**config.mk**
```make
export PLATFORM = sky130hd
export DESIGN_NAME = screen_sequencer
export DESIGN_NICKNAME = d
export VERILOG_FILES = /design/src/rtl/screen_seq_pkg.sv /design/src/rtl/frame_tick_counter.sv /design/src/rtl/screen_sequencer.sv
export SDC_FILE = /design/constraint.sdc
export NUM_CORES = 1
export LEC_CHECK = 0
export ABC_AREA = 0
export BUFFER_PORTS_ARGS = -buffer_cell sky130_fd_sc_hd__buf_4
export CAP_MARGIN = 25
export CELL_PAD_IN_SITES_DETAIL_PLACEMENT = 2
export CELL_PAD_IN_SITES_GLOBAL_PLACEMENT = 2
export CORE_ASPECT_RATIO = 1.4
export CORE_UTILIZATION = 32
export CTS_CLUSTER_DIAMETER = 40
export CTS_CLUSTER_SIZE = 10
export DETAILED_ROUTE_END_ITERATION = 10
export HOLD_SLACK_MARGIN = 0.06
export PLACE_DENSITY = 0.79
export SYNTH_ARGS = -nofsm -noshare
export SYNTH_HDL_FRONTEND = slang
export SYNTH_SLANG_ARGS = --single-unit
export TNS_END_PERCENT = 50
```
**constraint.sdc**
```tcl
create_clock -name clk -period 2.4 [get_ports clk]
set_input_delay 0.48 -clock clk [delete_from_list [all_inputs] [get_ports clk]]
set_output_delay 0.48 -clock clk [all_outputs]
set_load 0.05 [all_outputs]
```
**src/rtl/screen_seq_pkg.sv**
```systemverilog
// Shared types, default sizes and wrap-around index helpers for the screen sequencer.
package screen_seq_pkg;

    localparam int NUM_SCREENS_DEF = 10;
    localparam int SCREEN_W_DEF    = 4;
    localparam int AUTO_FRAMES_DEF = 180;

    typedef enum logic [1:0] {
        S_IDLE    = 2'd0,
        S_PENDING = 2'd1,
        S_LOAD    = 2'd2
    } state_e;

    // Next index in 0..n-1, wrapping the last index back to 0.
    function automatic int unsigned wrap_inc(input int unsigned idx, input int unsigned n);
        return (idx >= n - 32'd1) ? 32'd0 : idx + 32'd1;
    endfunction

    // Previous index in 0..n-1, wrapping 0 back to the last index.
    function automatic int unsigned wrap_dec(input int unsigned idx, input int unsigned n);
        return (idx == 32'd0) ? n - 32'd1 : idx - 32'd1;
    endfunction

endpackage

```
**src/rtl/frame_tick_counter.sv**
```systemverilog
// Modulo-PERIOD counter of frame_start pulses; emits a one-cycle tick on the
// frame_start that closes each period. Used for autoplay stepping.
module frame_tick_counter #(
    parameter int PERIOD = 180
) (
    input  logic clk_i,
    input  logic rst_ni,
    input  logic frame_start_i,
    input  logic enable_i,
    input  logic clear_i,
    output logic tick_o
);

    localparam int W = (PERIOD > 1) ? $clog2(PERIOD) : 1;
    localparam logic [W-1:0] LAST = W'(PERIOD - 1);

    logic [W-1:0] cnt_q, cnt_d;

    // Clear wins over counting so a user step never coincides with a tick.
    always_comb begin
        cnt_d  = cnt_q;
        tick_o = 1'b0;
        if (clear_i || !enable_i) begin
            cnt_d = '0;
        end else if (frame_start_i) begin
            if (cnt_q == LAST) begin
                cnt_d  = '0;
                tick_o = 1'b1;
            end else begin
                cnt_d = cnt_q + W'(1);
            end
        end
    end

    // Counter register.
    always_ff @(posedge clk_i or negedge rst_ni) begin
        if (!rst_ni) cnt_q <= '0;
        else         cnt_q <= cnt_d;
    end

endmodule

```
**src/rtl/screen_sequencer.sv**
```systemverilog
// Screen sequencer: picks a target screen (switches or step register) and
// commits it to frame_writer only at a frame boundary via a req/ack load.
// Optional feature macro: SCREEN_AUTOPLAY_EN (timed auto-advance in step mode).
module screen_sequencer
    import screen_seq_pkg::*;
#(
    parameter int NUM_SCREENS = NUM_SCREENS_DEF,
    parameter int SCREEN_W    = SCREEN_W_DEF,
    parameter int AUTO_FRAMES = AUTO_FRAMES_DEF
) (
    input  logic                clk,
    input  logic                rst,
    input  logic                direct_mode,
    input  logic [SCREEN_W-1:0] sw_screen,
    input  logic                next_pulse,
    input  logic                prev_pulse,
    input  logic                autoplay,
    input  logic                frame_start,
    input  logic                load_ack,
    output logic                load_req,
    output logic [SCREEN_W-1:0] load_screen,
    output logic [SCREEN_W-1:0] screen,
    output logic                busy
);

    localparam logic [SCREEN_W-1:0] LAST = SCREEN_W'(NUM_SCREENS - 1);

    state_e              state_q, state_d;
    logic [SCREEN_W-1:0] step_q, step_d;
    logic [SCREEN_W-1:0] screen_q, screen_d;
    logic [SCREEN_W-1:0] load_screen_q, load_screen_d;
    logic                load_req_q, load_req_d;
    logic [SCREEN_W-1:0] target;
    logic                auto_step;

`ifdef SCREEN_AUTOPLAY_EN
    frame_tick_counter #(.PERIOD(AUTO_FRAMES)) u_frame_tick (
        .clk_i         (clk),
        .rst_ni        (rst),
        .frame_start_i (frame_start),
        .enable_i      (autoplay & ~direct_mode),
        .clear_i       (next_pulse | prev_pulse),
        .tick_o        (auto_step)
    );
`else
    localparam int unused_auto_frames = AUTO_FRAMES;
    logic unused_autoplay;
    assign unused_autoplay = autoplay;
    assign auto_step       = 1'b0;
`endif

    // Step register: user pulses in step mode, simultaneous pulses cancel.
    always_comb begin
        step_d = step_q;
        if (!direct_mode) begin
            if (next_pulse && !prev_pulse)
                step_d = SCREEN_W'(wrap_inc(32'(step_q), 32'(NUM_SCREENS)));
            else if (prev_pulse && !next_pulse)
                step_d = SCREEN_W'(wrap_dec(32'(step_q), 32'(NUM_SCREENS)));
            else if (auto_step)
                step_d = SCREEN_W'(wrap_inc(32'(step_q), 32'(NUM_SCREENS)));
        end
    end

    // Target mux; switch values beyond the last screen clamp to it.
    always_comb begin
        target = step_q;
        if (direct_mode) target = (sw_screen > LAST) ? LAST : sw_screen;
    end

    // FSM next state: wait for a frame boundary, then hold the offer until ack.
    always_comb begin
        state_d       = state_q;
        screen_d      = screen_q;
        load_screen_d = load_screen_q;
        load_req_d    = load_req_q;
        unique case (state_q)
            S_IDLE: begin
                if (target != screen_q) state_d = S_PENDING;
            end
            S_PENDING: begin
                if (target == screen_q) begin
                    state_d = S_IDLE;
                end else if (frame_start) begin
                    load_screen_d = target;
                    load_req_d    = 1'b1;
                    state_d       = S_LOAD;
                end
            end
            S_LOAD: begin
                if (load_ack) begin
                    screen_d   = load_screen_q;
                    load_req_d = 1'b0;
                    state_d    = S_IDLE;
                end
            end
            default: begin
                state_d    = S_IDLE;
                load_req_d = 1'b0;
            end
        endcase
    end

    // State and output registers.
    always_ff @(posedge clk or negedge rst) begin
        if (!rst) begin
            state_q       <= S_IDLE;
            step_q        <= '0;
            screen_q      <= '0;
            load_screen_q <= '0;
            load_req_q    <= 1'b0;
        end else begin
            state_q       <= state_d;
            step_q        <= step_d;
            screen_q      <= screen_d;
            load_screen_q <= load_screen_d;
            load_req_q    <= load_req_d;
        end
    end

    assign load_req    = load_req_q;
    assign load_screen = load_screen_q;
    assign screen      = screen_q;
    assign busy        = (state_q != S_IDLE);

endmodule
```
==> impl_metrics.env, run 1 <==
export IMPL_status="completed"
export IMPL_clock_sinks=15
export IMPL_startpoint_type="flip-flop"
export IMPL_clk_pin_slew_ns=0.06
export IMPL_power_leakage_nw=0.551
export IMPL_synthDominantCellAreaShare_pct=38.8
export IMPL_pin_count=22
export IMPL_synth_fp_nets=118
export IMPL_grt_total_usage_pct=19.2
export IMPL_clk_path_buf_depth=2
export IMPL_clk_latency_ns=0.26
export IMPL_crit_reg2reg_launch="step_q[3]"
export IMPL_final_common_cell="buf_4"
export IMPL_r2r_end="load_screen[1]"
export IMPL_coreArea_mm2=0.00288
export IMPL_drt_iter0_drc=3
export IMPL_synth_top_cell_by_area="dfrtp_1"
export IMPL_worst_pin_slew_ns=0.441
export IMPL_cts_resized=0
export IMPL_die_y_um=67.1
export IMPL_path_class="reg2reg"
export IMPL_root_buffer="clkbuf_8"
export IMPL_hpwl_mm=2.13
export IMPL_rows=23
export IMPL_critPathMaxFanout=9
export IMPL_via_per_inst=5.34
export IMPL_finalSetupTns_ns=0
export IMPL_irDropWorstVdd_v=0.000535
export IMPL_post_route_min_period_ns=1.94
export IMPL_numPortBuffers=20
export IMPL_arrival_ns=2.09
export IMPL_hold_viol=0
export IMPL_cts_setup_buffers=0
export IMPL_global_route_usage_met3_pct=3.65
export IMPL_critPathSlowestCell="dfrtp_1"
export IMPL_ys_seq_area_share_pct=38.8
export IMPL_netlist_instances=102
export IMPL_postRouteAntennaNets=0
export IMPL_critical_path_cell_chain="mux2i_4 > xor2_2 > o21ai_2 > o31ai_4 > mux2_4"
export IMPL_first_pass_iters=3
export IMPL_relSlewSlack_pct=70.5
export IMPL_hold_slack_ns=0.0741
export IMPL_num_vias=854
export IMPL_die_area_mm2=0.00325
export IMPL_cp_required_ns=2.54
export IMPL_grt_pass1_wl_mm=4.63
export IMPL_finClkSkew_ns=0.000787
export IMPL_cp_end_kind="flip-flop"
export IMPL_cts_hold_buf=0
export IMPL_synth_warnings=0
export IMPL_fp_dieW_um=48.5
export IMPL_period_share_pct=81.0
export IMPL_gp_congestion=0.760
export IMPL_cts_buffers=3
export IMPL_fmax_ghz=0.515
export IMPL_hold_class="in2async"
export IMPL_met2_usage_pct=37.0
export IMPL_grt_busiest_layer="met2"
export IMPL_grt_max_degree=16
export IMPL_grt_antenna_before_repair=0
export IMPL_powerDensity_mw_per_mm2=1480
export IMPL_avgSynthCellArea_um2=9.49
export IMPL_synthDistinctLibCells=34
export IMPL_syn_area_um2=968
export IMPL_nets=140
export IMPL_worst_r2r_path_depth=5
export IMPL_routed_wl_mm=2.78
export IMPL_wire_per_inst_um=17.4
export IMPL_rrSetupSlack_ns=0.46
export IMPL_drcViolationCount=0
export IMPL_ys_top_cells_by_area="dfrtp_1 (39%), o21ai_0 (5.7%), ha_1 (5.2%)"
export IMPL_grt_pass1_vias=948
export IMPL_drive_above_1_share_pct=27.6
export IMPL_initial_core_util_pct=33.7
export IMPL_syn2layout_area_growth_pct=23.0
export IMPL_setup_viol=0
export IMPL_cpPeakStageDelay_ns=0.50
export IMPL_fillerInstances=329
export IMPL_grt_ovfl_total=0
export IMPL_report_final_slew_viol_count=0
export IMPL_maxCapViolations=0
export IMPL_layout_common_cells="buf_4 (20), dfrtp_1 (15), o21ai_0 (11)"
export IMPL_num_antenna_cells=0
export IMPL_htree_num_levels=1
export IMPL_rsz0062_at_grt="no"
export IMPL_use_met1_pct=19.7
export IMPL_cts_tree="built"
export IMPL_ys_ff_latch=15
-- registers in the layout, summed over array words and instances, names as in the netlist --
signal and count:
load_screen 4, load_req 1, state_q 2, step_q 4, screen 4
-- layer usage --
| metal | vias up | part of all wire [%] |
|---|---|---|
| met3 | 6 | 3.7 |
| met4 | 0 | 2.4 |
| met5 | - | 0 |
| met2 | 20 | 54 |
| met1 | 426 | 39 |
| li1 | 402 | - |
-- power by group --
part	switching, W	internal, W	total [W]
registers	0.000167	0.000374	0.000540
logic	0.000648	0.000368	0.00102
clock network	0.0000967	0.000115	0.000212
total	0.000911	0.000858	0.00177
-- worst max-delay path by stage --
stage	slack, ns	start	endpoint	depth (start not counted)
floorplan	0.55	direct_mode	load_screen[1]	6
global placement	0.34	direct_mode	load_screen[1]	6
detailed placement	0.26	direct_mode	load_screen[1]	6
CTS	0.43	step_q[3]	load_screen[1]	5
global route	0.35	step_q[0]	step_q[3]	7
finish	0.46	step_q[3]	load_screen[1]	5
-- synthesized netlist by cell type, drive strengths merged --
master / n
nand2b: 3
a22o: 1
a211oi: 2
o221ai: 1
nor2b: 2
o32ai: 1
or3: 1
dfrtp: 15
o21ai: 14
or2: 1
buf: 1
a32o: 1
nand3b: 3
a31oi: 4
o31ai: 1
a21oi: 6
nor3: 3
ha: 4
a21o: 1
mux2i: 2
a21boi: 1
clkbuf: 2
xor2: 3
nand2: 7
and3b: 1
nor2: 8
mux2: 5
inv: 8
-- stage by stage --
stage / cell area, um^2 / setup WS [ns] / utilization, % / instances / total power, W
after floorplan: 968 / 0.545 / - / 102 / 0.00125
after global placement: 1140 / 0.343 / 39.8 / 156 / 0.00151
after detailed placement: 1140 / 0.263 / 39.8 / 156 / 0.00157
after CTS: 1190 / 0.432 / 41.4 / 160 / 0.00179
after global routing: 1190 / 0.347 / 41.4 / 160 / 0.00189
final: 1190 / 0.456 / 41.4 / 160 / 0.00177
-- layout make-up --
| class | count | area, um^2 | share of cell area (%) |
|---|---|---|---|
| Multi-Input combinational cell | 76 | 543 | 45.6 |
| Clock inverter | 1 | 5.00 | 0.420 |
| Timing Repair Buffer | 20 | 150 | 12.6 |
| Tap cell | 37 | 46.3 | 3.89 |
| Clock buffer | 3 | 41.3 | 3.47 |
| Inverter | 8 | 30.0 | 2.52 |
| Sequential cell | 15 | 375 | 31.5 |
-- critical path, delay by kind of cell (launching register included) --
kind / cells / cell delay, ns
multiplexers: 2 / 0.58
AO/OA/AOI/OAI: 2 / 0.55
flip-flops: 1 / 0.50
XOR/XNOR: 1 / 0.20
-- cells by family (layout without fill, tap and decap cells) --
logic type,count (synthesis),after routing,share of synthesized area [%]
xor gates and xnor gates,3,3,3.49
and+or+nand+nor,29,29,15.1
muxes,7,7,9.95
DFF,15,15,38.8
adders and majority gates,4,4,5.17
buffers and inverters,11,32,5.17
AOI/OAI and AO/OA,33,33,22.4
Power figures use the tool's default switching activity.
==> run 2, diff against run 1 <==
- ABC_AREA: 0 -> 1
- CORE_UTILIZATION: 32 -> 29
- PLACE_DENSITY: 0.79 -> 0.78
- clock period: 2.4 -> 2.03 ns (I/O delays scaled with it)
==> run 2 against run 1 <==
- total power grew 16%
- critical path depth grew 3
- register-to-register slack lost 0.07 ns
- critical path type unchanged
- largest power group unchanged
==> impl_metrics.env, run 2 <==
export IMPL_syn_area_um2=968
export IMPL_ys_seq_area_share_pct=38.8
export IMPL_rows=24
export IMPL_clock_sinks=15
export IMPL_rsz0062_at_grt="no"
export IMPL_initial_core_util_pct=30.7
export IMPL_pin_count=22
export IMPL_die_y_um=70.4
export IMPL_num_vias=977
export IMPL_report_final_slew_viol_count=0
export IMPL_yosysMostFrequentCell="nand2_1"
export IMPL_global_route_usage_met3_pct=2.83
export IMPL_grt_pass1_vias=1116
export IMPL_place_ws_ns=0.388
export IMPL_grt_total_usage_pct=18.9
export IMPL_worst_pin_slew_ns=0.526
export IMPL_netlist_instances=130
export IMPL_drive_above_1_share_pct=23.2
export IMPL_via_per_inst=5.04
export IMPL_place_inst=189
export IMPL_ys_top_cells_by_area="dfrtp_1 (39%), nand2_1 (10%), inv_1 (7.8%)"
export IMPL_synth_enable_flop_cells=0
export IMPL_synth_warnings=0
export IMPL_final_common_cell="nand2_1"
export IMPL_root_buffer="clkbuf_8"
export IMPL_cts_setup_buffers=0
export IMPL_numPortBuffers=20
export IMPL_maxCapViolations=0
export IMPL_power_leakage_nw=0.635
export IMPL_async_flop_share_pct=100
export IMPL_grt_antenna_before_repair=0
export IMPL_path_class="reg2reg"
export IMPL_synth_top_cell_by_area="dfrtp_1"
export IMPL_clk_pin_slew_ns=0.06
export IMPL_setup_slack_ns=0.382
export IMPL_coreArea_mm2=0.00315
export IMPL_synthDominantCellAreaShare_pct=38.8
export IMPL_finalNonFillerCells=194
export IMPL_synthDistinctLibCells=20
export IMPL_fp_dieW_um=50.8
export IMPL_hold_class="in2reg"
export IMPL_relSlewSlack_pct=64.8
export IMPL_critPathMaxFanout=5
export IMPL_min_delay_start="load_ack"
export IMPL_cp_startpoint="step_q[1]"
export IMPL_cts_resized=0
export IMPL_nets=172
export IMPL_cts_buffers=3
export IMPL_finClkSkew_ns=0.00150
export IMPL_grt_pass1_wl_mm=5.03
export IMPL_first_pass_iters=3
export IMPL_layout_common_cells="nand2_1 (26), inv_1 (20), buf_4 (20)"
export IMPL_powerDensity_mw_per_mm2=1670
export IMPL_ys_ff_latch=15
export IMPL_htree_num_levels=1
export IMPL_placed_area_mm2=0.00117
export IMPL_grt_ovfl_total=0
export IMPL_final_cell_area_mm2=0.00122
export IMPL_grt_busiest_layer="met2"
export IMPL_use_met1_pct=18.5
export IMPL_postRouteAntennaNets=0
export IMPL_total_power_w=0.00205
export IMPL_hpwl_mm=2.40
export IMPL_status="completed"
export IMPL_routed_wl_mm=2.90
export IMPL_cts_tree="built"
export IMPL_num_antenna_cells=0
export IMPL_syn2layout_area_growth_pct=26.4
export IMPL_synth_fp_nets=146
export IMPL_arrival_ns=1.82
export IMPL_met2_usage_pct=37.8
export IMPL_hold_viol=0
export IMPL_startpoint_type="flip-flop"
export IMPL_die_area_mm2=0.00358
export IMPL_ys_top_cells_by_count="nand2_1 (26), inv_1 (20), nor2_1 (18), dfrtp_1 (15)"
export IMPL_grt_max_degree=16
export IMPL_synthFlopType="dfrtp_1"
export IMPL_cp_required_ns=2.21
export IMPL_clk_path_buf_depth=2
export IMPL_clk_latency_ns=0.25
export IMPL_drcViolationCount=0
export IMPL_crit_reg2reg_launch="step_q[1]"
export IMPL_fmax_ghz=0.607
export IMPL_post_route_min_period_ns=1.65
export IMPL_irDropWorstVdd_v=0.000535
export IMPL_period_share_pct=81.2
export IMPL_finalSetupTns_ns=0
export IMPL_drt_iter0_drc=13
export IMPL_gp_congestion=0.740
export IMPL_wire_per_inst_um=14.9
export IMPL_setup_viol=0
export IMPL_cp_end_kind="flip-flop"
export IMPL_avgSynthCellArea_um2=7.45
run 2: cell types whose count changed after synthesis, sizes merged, moves of 7 or more:
cell / change
nand3: +9
nor2: +11
o21ai: -7
inv: +14
nand2: +25
run 2: timing repair:
| action | CTS | global route |
|---|---|---|
| hold buffers | 1 | 0 |
| setup endpoints to repair | 0 | 0 |
| hold endpoints to repair | 15 | 0 |
run 2: worst paths after layout:
path	slack, ns	to	cells past startpoint
hold reg to reg	0.51	load_screen[0]	2
hold / removal	0.47	state_q[1]	4
setup reg to reg	0.38	step_q[2]	8
setup / recovery	0.38	step_q[2]	8
min in group asynchronous	0.55	state_q[0]	2
max in group asynchronous	1.31	screen[3]	2
run 2: cell families (layout without fill, tap and decap cells):
| kind of cell | Yosys count | count (layout) | synth area share, % |
|---|---|---|---|
| adder cells (fa/ha/maj) | 4 | 4 | 5.17 |
| buffers and inverters | 22 | 47 | 8.53 |
| XOR/XNOR | 1 | 1 | 0.905 |
| multiplexers | 1 | 1 | 1.16 |
| flip-flops | 15 | 15 | 38.8 |
| AO/OA/AOI/OAI | 19 | 19 | 11.0 |
| AND/OR/NAND/NOR | 68 | 68 | 34.5 |
run 2: report_power, final:
group          internal [W]  switching, W
registers          0.000442      0.000140
logic              0.000384      0.000834
clock network      0.000136      0.000111
run 2: layout make-up:
class | instances | area, um^2
clock inverter | 1 | 5.00
inverter | 22 | 82.6
clock buffer | 3 | 41.3
timing repair buffer | 21 | 160
fill | 397 | 1930
tap | 39 | 48.8
multi-input combinational | 93 | 510
sequential | 15 | 375
run 2: per-stage QoR:
step	hold WS (ns)	utilization, %
floorplan	0.110	-
global placement	0.277	37.0
detailed placement	0.279	37.0
CTS	0.464	38.8
global route	0.495	38.8
finish	0.466	38.8
run 2: layer usage:
layer | part of all wire (%) | vias up
met4 | 1.4 | 0
met2 | 59 | 18
met5 | 0 | -
met3 | 2.3 | 5
li1 | - | 470
met1 | 37 | 484
run 2: critical path: stages, from the launching register on:
cell     delay (ns)
dfrtp_1        0.42
inv_1          0.16
ha_1           0.20
nand2_1        0.12
nor2_1         0.16
nor2_1         0.05
nor2_1         0.20
o21ai_0        0.12
a31oi_1        0.13
